--- config.mk ---
export PLATFORM = sky130hd
export DESIGN_NAME = memory_stage_flat
export DESIGN_NICKNAME = d
export VERILOG_FILES = /design/src/rtl/memory_stage_pkg.sv /design/src/rtl/memory_stage_if.sv /design/src/rtl/memory_stage_mem_wb_reg.sv /design/src/rtl/memory_stage.sv /design/src/flat_wrapper.sv
export SDC_FILE = /design/constraint.sdc
export NUM_CORES = 1
export LEC_CHECK = 0
export ABC_AREA = 0
export BUFFER_PORTS_ARGS = -buffer_cell sky130_fd_sc_hd__buf_2
export CORE_MARGIN = 1
export CORE_UTILIZATION = 40
export CTS_BUF_LIST = sky130_fd_sc_hd__clkbuf_4 sky130_fd_sc_hd__clkbuf_8
export DETAILED_ROUTE_END_ITERATION = 7
export GPL_TIMING_DRIVEN = 0
export HOLD_SLACK_MARGIN = 0.03
export PLACE_DENSITY = 0.71
export SLEW_MARGIN = 20
export SYNTH_ARGS = -nofsm -noshare
export SYNTH_HDL_FRONTEND = slang
export SYNTH_SLANG_ARGS = --single-unit
--- constraint.sdc ---
create_clock -name clock -period 2.8 [get_ports clock]
set_clock_uncertainty 0.05 [all_clocks]
set_input_delay 0.14 -clock clock [delete_from_list [all_inputs] [get_ports clock]]
set_output_delay 0.14 -clock clock [all_outputs]
set_load 0.1 [all_outputs]
--- src/rtl/memory_stage_pkg.sv ---
// Shared MIPS pipeline definitions used by the MEM stage: control-bit indices,
// default widths and the data-memory access FSM state type.
package memory_stage_pkg;

  localparam int DATA_W = 32;
  localparam int REG_W  = 5;

  // wb bundle bit positions
  localparam int WB_REG_WRITE  = 1;
  localparam int WB_MEM_TO_REG = 0;

  // m bundle bit positions
  localparam int M_BRANCH    = 2;
  localparam int M_MEM_READ  = 1;
  localparam int M_MEM_WRITE = 0;

  typedef enum logic {
    IDLE   = 1'b0,
    ACCESS = 1'b1
  } mem_state_e;

endpackage

--- src/rtl/memory_stage_if.sv ---
// Data-memory request/acknowledge bus between the MEM stage (master) and the
// data memory (slave).
interface memory_stage_if #(
  parameter int DATA_W = memory_stage_pkg::DATA_W
);

  logic              dmem_req;
  logic              dmem_we;
  logic [DATA_W-1:0] dmem_addr;
  logic [DATA_W-1:0] dmem_wdata;
  logic [DATA_W-1:0] dmem_rdata;
  logic              dmem_ack;

  modport master (
    output dmem_req, dmem_we, dmem_addr, dmem_wdata,
    input  dmem_rdata, dmem_ack
  );

  modport slave (
    input  dmem_req, dmem_we, dmem_addr, dmem_wdata,
    output dmem_rdata, dmem_ack
  );

endinterface

--- src/rtl/memory_stage_mem_wb_reg.sv ---
// MEM/WB pipeline register. A bubble clears only the valid and wb control bits;
// a load captures the whole bundle; otherwise the register holds.
module mem_wb_reg #(
  parameter int DATA_W = memory_stage_pkg::DATA_W,
  parameter int REG_W  = memory_stage_pkg::REG_W
) (
  input  logic              clock,
  input  logic              reset_n,
  input  logic              load,
  input  logic              bubble,
  input  logic              valid_d,
  input  logic [1:0]        wb_d,
  input  logic [DATA_W-1:0] read_data_d,
  input  logic [DATA_W-1:0] alu_result_d,
  input  logic [REG_W-1:0]  rd_d,
  output logic              valid_q,
  output logic [1:0]        wb_q,
  output logic [DATA_W-1:0] read_data_q,
  output logic [DATA_W-1:0] alu_result_q,
  output logic [REG_W-1:0]  rd_q
);

  // NOTE: state registers use non-blocking assignments so every flop samples
  // pre-edge values regardless of block ordering.
  always_ff @(posedge clock or negedge reset_n) begin
    if (!reset_n) begin
      valid_q      <= 1'b0;
      wb_q         <= '0;
      read_data_q  <= '0;
      alu_result_q <= '0;
      rd_q         <= '0;
    end else if (bubble) begin
      valid_q <= 1'b0;
      wb_q    <= '0;
    end else if (load) begin
      valid_q      <= valid_d;
      wb_q         <= wb_d;
      read_data_q  <= read_data_d;
      alu_result_q <= alu_result_d;
      rd_q         <= rd_d;
    end
  end

endmodule

--- src/rtl/memory_stage.sv ---
// MEM stage: issues loads/stores over the dmem handshake, stalls upstream while
// an access is outstanding, and owns the MEM/WB register plus forwarding value.
module memory_stage
  import memory_stage_pkg::*;
#(
  parameter int DATA_W = memory_stage_pkg::DATA_W,
  parameter int REG_W  = memory_stage_pkg::REG_W
) (
  input  logic                  clock,
  input  logic                  reset_n,
  input  logic                  valid_in,
  input  logic [1:0]            wb_in,
  input  logic [2:0]            m_in,
  input  logic [DATA_W-1:0]     alu_result,
  input  logic [DATA_W-1:0]     store_data,
  input  logic [REG_W-1:0]      rd_in,
  output logic                  stall_out,
  memory_stage_if.master        dmem,
  output logic                  mem_wb_valid,
  output logic [1:0]            mem_wb_wb,
  output logic [DATA_W-1:0]     mem_wb_read_data,
  output logic [DATA_W-1:0]     mem_wb_alu_result,
  output logic [REG_W-1:0]      mem_wb_register_rd,
  output logic [DATA_W-1:0]     fwd_data,
  output logic                  misaligned
);

  mem_state_e state_q, state_d;

  logic memop;
  logic aligned;
  logic issue;
  logic done;
  logic wb_load;
  logic wb_bubble;
  logic misalign_d;
  logic [DATA_W-1:0] read_data_d;
  logic unused_branch;

  assign unused_branch = m_in[M_BRANCH];
  assign memop   = valid_in & (m_in[M_MEM_READ] | m_in[M_MEM_WRITE]);
  assign aligned = (alu_result[1:0] == 2'b00);

  // NOTE: every signal driven here gets a default first so no latch is inferred.
  always_comb begin
    state_d    = state_q;
    stall_out  = 1'b0;
    issue      = 1'b0;
    done       = 1'b0;
    wb_load    = 1'b0;
    wb_bubble  = 1'b1;
    misalign_d = 1'b0;
    case (state_q)
      IDLE: begin
        if (memop && aligned) begin
          state_d   = ACCESS;
          stall_out = 1'b1;
          issue     = 1'b1;
        end else if (memop) begin
          misalign_d = 1'b1;
        end else if (valid_in) begin
          wb_load   = 1'b1;
          wb_bubble = 1'b0;
        end
      end
      ACCESS: begin
        if (dmem.dmem_ack) begin
          state_d   = IDLE;
          done      = 1'b1;
          wb_load   = 1'b1;
          wb_bubble = 1'b0;
        end else begin
          stall_out = 1'b1;
        end
      end
      default: state_d = IDLE;
    endcase
  end

  // Only a completing load carries memory data into MEM/WB.
  assign read_data_d = (done && !dmem.dmem_we) ? dmem.dmem_rdata : '0;

  always_ff @(posedge clock or negedge reset_n) begin
    if (!reset_n) begin
      state_q         <= IDLE;
      misaligned      <= 1'b0;
      dmem.dmem_req   <= 1'b0;
      dmem.dmem_we    <= 1'b0;
      dmem.dmem_addr  <= '0;
      dmem.dmem_wdata <= '0;
    end else begin
      state_q    <= state_d;
      misaligned <= misalign_d;
      if (issue) begin
        // Store wins when both mem_read and mem_write are set.
        dmem.dmem_req   <= 1'b1;
        dmem.dmem_we    <= m_in[M_MEM_WRITE];
        dmem.dmem_addr  <= alu_result;
        dmem.dmem_wdata <= store_data;
      end else if (done) begin
        dmem.dmem_req <= 1'b0;
      end
    end
  end

  // On the ack edge EX/MEM still holds the stalled memop, so the live inputs
  // are the bundle that completes.
  mem_wb_reg #(
    .DATA_W (DATA_W),
    .REG_W  (REG_W)
  ) u_mem_wb_reg (
    .clock        (clock),
    .reset_n      (reset_n),
    .load         (wb_load),
    .bubble       (wb_bubble),
    .valid_d      (valid_in),
    .wb_d         (wb_in),
    .read_data_d  (read_data_d),
    .alu_result_d (alu_result),
    .rd_d         (rd_in),
    .valid_q      (mem_wb_valid),
    .wb_q         (mem_wb_wb),
    .read_data_q  (mem_wb_read_data),
    .alu_result_q (mem_wb_alu_result),
    .rd_q         (mem_wb_register_rd)
  );

  assign fwd_data = mem_wb_wb[WB_MEM_TO_REG] ? mem_wb_read_data : mem_wb_alu_result;

endmodule

--- src/flat_wrapper.sv ---
// flat-port wrapper written by rule: the top's interface ports become plain ports
module memory_stage_flat import memory_stage_pkg::*;
#(
  parameter int DATA_W = memory_stage_pkg::DATA_W,
  parameter int REG_W  = memory_stage_pkg::REG_W
)
  (clock, reset_n, valid_in, wb_in, m_in, alu_result, store_data, rd_in, stall_out, mem_wb_valid, mem_wb_wb, mem_wb_read_data, mem_wb_alu_result, mem_wb_register_rd, fwd_data, misaligned, dmem_dmem_req, dmem_dmem_we, dmem_dmem_addr, dmem_dmem_wdata, dmem_dmem_rdata, dmem_dmem_ack);
  memory_stage_if #(.DATA_W(DATA_W)) dmem_i ();
  input  logic clock;
  input  logic reset_n;
  input  logic valid_in;
  input  logic [1:0] wb_in;
  input  logic [2:0] m_in;
  input  logic [DATA_W-1:0] alu_result;
  input  logic [DATA_W-1:0] store_data;
  input  logic [REG_W-1:0] rd_in;
  output logic stall_out;
  output logic mem_wb_valid;
  output logic [1:0] mem_wb_wb;
  output logic [DATA_W-1:0] mem_wb_read_data;
  output logic [DATA_W-1:0] mem_wb_alu_result;
  output logic [REG_W-1:0] mem_wb_register_rd;
  output logic [DATA_W-1:0] fwd_data;
  output logic misaligned;
  output wire logic [$bits(dmem_i.dmem_req)-1:0] dmem_dmem_req;
  output wire logic [$bits(dmem_i.dmem_we)-1:0] dmem_dmem_we;
  output wire logic [$bits(dmem_i.dmem_addr)-1:0] dmem_dmem_addr;
  output wire logic [$bits(dmem_i.dmem_wdata)-1:0] dmem_dmem_wdata;
  input wire logic [$bits(dmem_i.dmem_rdata)-1:0] dmem_dmem_rdata;
  input wire logic [$bits(dmem_i.dmem_ack)-1:0] dmem_dmem_ack;
  assign dmem_dmem_req = dmem_i.dmem_req;
  assign dmem_dmem_we = dmem_i.dmem_we;
  assign dmem_dmem_addr = dmem_i.dmem_addr;
  assign dmem_dmem_wdata = dmem_i.dmem_wdata;
  assign dmem_i.dmem_rdata = dmem_dmem_rdata;
  assign dmem_i.dmem_ack = dmem_dmem_ack;
  memory_stage #(.DATA_W(DATA_W), .REG_W(REG_W)) u_core (.clock(clock), .reset_n(reset_n), .valid_in(valid_in), .wb_in(wb_in), .m_in(m_in), .alu_result(alu_result), .store_data(store_data), .rd_in(rd_in), .stall_out(stall_out), .dmem(dmem_i), .mem_wb_valid(mem_wb_valid), .mem_wb_wb(mem_wb_wb), .mem_wb_read_data(mem_wb_read_data), .mem_wb_alu_result(mem_wb_alu_result), .mem_wb_register_rd(mem_wb_register_rd), .fwd_data(fwd_data), .misaligned(misaligned));
endmodule
# Word level (Yosys, flattened, before mapping)
# Cells that the tools add are included.
# W data, S select, Z words.
totals:
  regBits: 140
  out_inout_bits: 172
classes:
  n_mux: 25
  bitwise_logic: 4
  n_reduce_logical: 7
op_table:
  columns: ["operator", "n"]
  rows:
  - ["$mux W32", 2]
  - ["$mux W1", 18]
  - ["$pmux W1 S2", 3]
  - ["$mux W2", 2]
  - ["$reduce_bool A2 Y1", 2]
  - ["$logic_and A1 B1 Y1", 2]
  - ["$logic_not A2 Y1", 1]
  - ["$not A1 Y1", 2]
  - ["$reduce_and A2 Y1", 1]
  - ["$and A1 B1 Y1", 1]
  - ["$logic_not A1 Y1", 1]
  - ["$or A1 B1 Y1", 1]

# Depth between registers and ports, before layout
logic_depth:
  ltp_word: 7
  ltp_mapped: 5
  depth_no_buf: 3

# Hierarchy
# A second synthesis with hierarchy kept.
hier_totals:
  hier_cells: 381
  area_unflattened_um2: 6087.1
by_module_without_submodules:
  columns: ["module", "instances", "cells_each", "area_per_inst_um2"]
  rows:
  - ["memory_stage", 1, 225, 3326.9]
  - ["mem_wb_reg", 1, 156, 2760.1]

# Worst setup path after synthesis
# No wires, ideal clock.
synth_path:
  path_kind: "flip-flop to flip-flop"
  start: "register u_core.state_q"
  end: "register u_core.state_q"
  setup_time_ns: 0.353
  arrival_time_ns: 2.538
  slack_ns: -0.141
  stages_incl_launch_ff: 3
  n_path_buf: 0
  synth_period_minus_slack_ns: 2.941
  cell_sequence: "dfrtp_1 inv_1 o21ai_0"
synth_between:
  elab_chain_cells: 2
synth_lines:
  columns: ["element", "line", "text"]
  rows:
  - ["start, declared", "memory_stage.sv:28", "mem_state_e state_q, state_d;"]
  - ["start signal, assigned", "memory_stage.sv:92", "state_q <= state_d;"]
  - ["$not A1 Y1", null, null]
  - ["$pmux W1 S2 *", null, null]
  - ["via stall_out", "flat_wrapper.sv:17", "output logic stall_out;"]
# The timed path passes the listed nets; every way through them passes the cells marked *.
# A chain may end at the register's enable or synchronous reset.

# Final worst setup path
layout_path:
  start: "input port alu_result[1]"
  end: "output port stall_out"
layout_between:
  elab_chain_cells: 4
layout_lines:
  columns: ["element", "line", "text"]
  rows:
  - ["start, declared", "flat_wrapper.sv:14", "input logic [DATA_W-1:0] alu_result;"]
  - ["$logic_not A2 Y1", "memory_stage.sv:42", "assign aligned = (alu_result[1:0] == 2'b00);"]
  - ["$logic_and A1 B1 Y1", "memory_stage.sv:55", "if (memop && aligned) begin"]
  - ["$mux W1", "memory_stage.sv:55", null]
  - ["$pmux W1 S2", "memory_stage.sv:53", "case (state_q)"]
  - ["end, declared", "flat_wrapper.sv:17", null]
# Every way passes these cells.

==> reports/qor_table.md <==
| Quantity | Reported | Unit |
|---|---|---|
| Layout overhead on the synthesized area | 54.8 | % |
| Run status | finished, final reports clean | - |
| Buffer count from post-CTS setup fixing | 0 | - |
| Met3 track demand over resource in global routing | 4.67 | % |
| Adder-cell share of the synthesized area | 0 | % |
| # diodes | 0 | - |
| Min setup slack post-route | 0.458 | ns |
| Number of global-route vias before repair | 4,867 | - |
| Final period utilization | 83.7 | % |
| Multiplexer share of the synthesized area | 28.2 | % |
| Post-synthesis average cell area | 16.4 | um2 |
| Worst hold slack across all endpoints | 0.164 | ns |
| Pins over their slew limit | 0 | - |
| Fraction of power consumed by sequential logic | 27.2 | % |
| Core Rows | 42 | - |
| Synth Net Count | 453 | - |
| Normalized max-slew margin | 61.2 | % |
| Fraction of layout instances using a drive strength above 1 | 55.8 | % |
| Number of buffers between clock root and the deepest sink | 2 | - |
| # resized after CTS | 0 | - |
| Switching part of the total | 58.8 | % |
| Leakage power total | 4.45 | nW |
| Global-route wire length before repair | 25,300 | um |
| Actual slew at the worst max-slew pin | 0.582 | ns |
| Combinational power share | 58.8 | % |
| Critical Path Source Type | input pin | - |
| Core area | 13,500 | um2 |
| Number of hold buffers added after cts | 108 | - |
| Worst-path clk slew | 0.07 | ns |
| Chip height | 120 | um |
| Post-synthesis instance total | 343 | - |
| Pin count of the biggest net entering global routing | 80 | - |
| GRT Resource Usage Total | 23.3 | % |
| Drt wl/cell | 17.6 | um |
| Met2 demand-to-capacity share in global routing | 41.1 | % |
| GR Overflow Total | 0 | - |
| Number of nets in the layout | 861 | - |
| Met1 track demand over resource in global routing | 26.9 | % |
| Pre-CTS setup slack | 0.885 | ns |
| Filler-free cell count of the finished design | 938 | - |
| PwrDens | 1170 | nW/um2 |
| Initial Utilization | 41.8 | % |
| Initial drt markers | 106 | - |
| Cell Int Power | 4.19 | mW |
| Synth cell types | 20 | - |
| Detailed Route WL | 16,500 | um |
| Reg-to-reg setup timing slack | 1.02 | ns |
| Setup repair after global routing missed its margin | false | - |
| Parity-gate share of the synthesized area counting xor and xnor cells | 0 | % |
| Synth warn | 0 | - |
| CP Capture Type | output port | - |
| Startpoint of the worst-slack reg-to-reg timing path | u_core.state_q$_DFF_PN0_ | - |
| Antenna violations before repair | 0 | - |
| Antenna viol nets, final | 0 | - |
| DRC errors left | 0 | - |
| Cell type with the largest total area after synthesis | sky130_fd_sc_hd__dfrtp_1 | - |
| Number of fill cells | 998 | - |
| Worst Setup Path Type | input pin to output port | - |
| Path depth of the worst reg2reg path | 4 | - |
| Sequential cell area fraction in the yosys report | 62.4 | % |
| Worst setup path startpoint | alu_result[1] | - |
| Total CTS buffers | 17 | - |
| Fraction of the mapped netlist area in compound gates | 5.35 | % |
| Count of input and output buffers | 280 | - |
| Most common library cell in the layout ignoring fill and taps | sky130_fd_sc_hd__buf_2 | - |
| HPWL Detailed | 11,000 | um |
| Required arrival time at the worst endpoint | 2.61 | ns |
| Area fraction in and, or, nand and nor cells after synthesis | 1.25 | % |
| Relative contribution of the clock network to total power | 14.0 | % |
| I/O Pins | 282 | - |
| Capture point of the critical path | stall_out | - |
| Number of hold violations in the final report | 0 | - |
| Later-pin clock latency in the skew report | 0.42 | ns |
| Final critical delay including setup and external delays | 2.34 | ns |
| Number of vias after detailed routing | 4,538 | - |
| Final weighted congestion in routability-driven placement | 0.826 | - |
| Flip-flop and latch count after synthesis | 140 | - |
| Peak VDD IR | 0.737 | mV |
| Max Clk Rate | 427 | MHz |
| # Max-Cap Violations | 0 | - |
| CTS Sinks | 140 | - |
| Detailed-router iteration count before antenna repair | 4 | - |
| Fraction of post-synthesis cell area in the top cell type by area | 62.4 | % |
| Critical R2R Capture | u_core.u_mem_wb_reg.read_data_q[26]$_DFFE_PN0P_ | - |
| Via density per instance | 4.84 | - |
| Number of endpoints failing setup at the final stage | 0 | - |
| Maximum level of the CTS H-tree | 4 | - |
| Largest fanout of any net on the critical path | 10 | - |
| Width of the chip | 120 | um |
| Largest family of logic cells by synthesized area | multiplexers | - |
| Number of cells in the design after placement | 800 | - |
| Top library cells by usage in the layout, fill and taps aside | sky130_fd_sc_hd__buf_2, sky130_fd_sc_hd__dfrtp_1, sky130_fd_sc_hd__dlygate4sd3_1, sky130_fd_sc_hd__mux2_2, sky130_fd_sc_hd__mux2_1 | - |
| Arrival time of the worst setup path | 2.15 | ns |
| Net Sw Power | 5.98 | mW |
| TritonCTS clock tree | done | - |
| Global route hottest layer | met2 | - |
| Cell chosen for the clock root | sky130_fd_sc_hd__clkbuf_8 | - |
| Top cells by area, synth | sky130_fd_sc_hd__dfrtp_1, sky130_fd_sc_hd__mux2_2, sky130_fd_sc_hd__mux2_1 | - |
| Type of the tightest min-delay check | input pin to asynchronous set/reset pin | - |
| Netlist area before placement | 5620 | um2 |
| Area of the die | 14,500 | um2 |
## flip-flops by register name, indices dropped and copies added (netlist names)
signal and flops:
u_core.dmem.dmem_addr 32, u_core.dmem.dmem_req 1, u_core.dmem.dmem_wdata 32, u_core.dmem.dmem_we 1
u_core.misaligned 1, u_core.state_q 1, u_core.u_mem_wb_reg.alu_result_q 32, u_core.u_mem_wb_reg.rd_q 5
u_core.u_mem_wb_reg.read_data_q 32, u_core.u_mem_wb_reg.valid_q 1, u_core.u_mem_wb_reg.wb_q 2
## how the worst min path moves through the flow
stage,startpoint,depth (start not counted),to,slack [ns]
2_1_floorplan,reset_n,0,u_core.dmem.dmem_addr[0]$_DFFE_PN0P_,-0.21
3_3_place_gp,rd_in[2],2,u_core.u_mem_wb_reg.rd_q[2]$_DFFE_PN0P_,0.30
3_5_place_dp,reset_n,1,u_core.dmem.dmem_wdata[21]$_DFFE_PN0P_,0.05
4_1_cts,reset_n,2,u_core.dmem.dmem_wdata[21]$_DFFE_PN0P_,0.16
5_1_grt,reset_n,2,u_core.dmem.dmem_wdata[21]$_DFFE_PN0P_,0.18
6_report,reset_n,2,u_core.dmem.dmem_wdata[21]$_DFFE_PN0P_,0.16
## metrics by stage
step / power [mW] / cell area [um2] / utilization, % / TNS (ns)
2_1_floorplan: 7.71 / 5620 / - / 0
3_5_place_dp: 8.65 / 7280 / 54.1 / 0
3_3_place_gp: 8.58 / 7240 / 53.8 / -38.59
6_report: 10.2 / 8700 / 64.6 / 0
5_1_grt: 10.5 / 8700 / 64.6 / 0
4_1_cts: 10.2 / 8700 / 64.6 / 0
## worst max-delay path, cell delays in order
cell                            delay (ns)
sky130_fd_sc_hd__dlygate4sd3_1        0.54
sky130_fd_sc_hd__buf_2                0.14
sky130_fd_sc_hd__nor2_1               0.16
sky130_fd_sc_hd__nand3b_1             0.18
sky130_fd_sc_hd__buf_4                0.25
sky130_fd_sc_hd__buf_6                0.17
sky130_fd_sc_hd__o21ai_1              0.10
sky130_fd_sc_hd__buf_2                0.45
## Yosys cell counts
master	n
sky130_fd_sc_hd__dfrtp_1	140
sky130_fd_sc_hd__mux2_2	69
sky130_fd_sc_hd__mux2_1	37
sky130_fd_sc_hd__a22o_1	32
sky130_fd_sc_hd__mux2_4	26
sky130_fd_sc_hd__buf_2	10
sky130_fd_sc_hd__buf_6	7
sky130_fd_sc_hd__clkbuf_1	4
sky130_fd_sc_hd__nor2_1	3
sky130_fd_sc_hd__nor2b_1	3
sky130_fd_sc_hd__and2_1	2
sky130_fd_sc_hd__inv_1	2
sky130_fd_sc_hd__a21boi_0	1
sky130_fd_sc_hd__a21boi_1	1
sky130_fd_sc_hd__buf_4	1
sky130_fd_sc_hd__nand2_1	1
sky130_fd_sc_hd__nand3b_1	1
sky130_fd_sc_hd__nor2b_2	1
sky130_fd_sc_hd__nor3b_1	1
sky130_fd_sc_hd__o21ai_0	1
## power groups by stage
stage | logic [mW] | clock network (mW) | registers (mW)
after floorplan | 1.62 | 0 | 6.09
after global placement | 5.82 | 0 | 2.76
after detailed placement | 5.86 | 0 | 2.79
after CTS | 5.98 | 1.46 | 2.76
after global routing | 6.12 | 1.56 | 2.83
final | 5.98 | 1.43 | 2.77
## kinds of logic after synthesis
family,after synthesis
DFF,140
muxes,132
AOI/OAI and AO/OA,35
buffers and inverters,24
and+or+nand+nor,12
## per-layer routing
layer	routed length, um	share of wire [%]	up-vias
met3	826	5.0	37
met2	8580	52	197
li1	-	-	2058
met5	0	0	-
met1	6570	40	2246
met4	479	2.9	0
## layout make-up
cell class | count | area, um2 | share of cell area (%)
clock buffer | 23 | 298 | 3.42
timing repair buffer | 389 | 2520 | 29.0
clock inverter | 7 | 42.5 | 0.489
sequential | 140 | 3500 | 40.3
multi-input combinational | 179 | 1950 | 22.5
inverter | 2 | 7.51 | 0.0863
buffer | 22 | 151 | 1.74
tap | 176 | 220 | 2.53
Note: power is estimated with default switching activity, not from simulation.
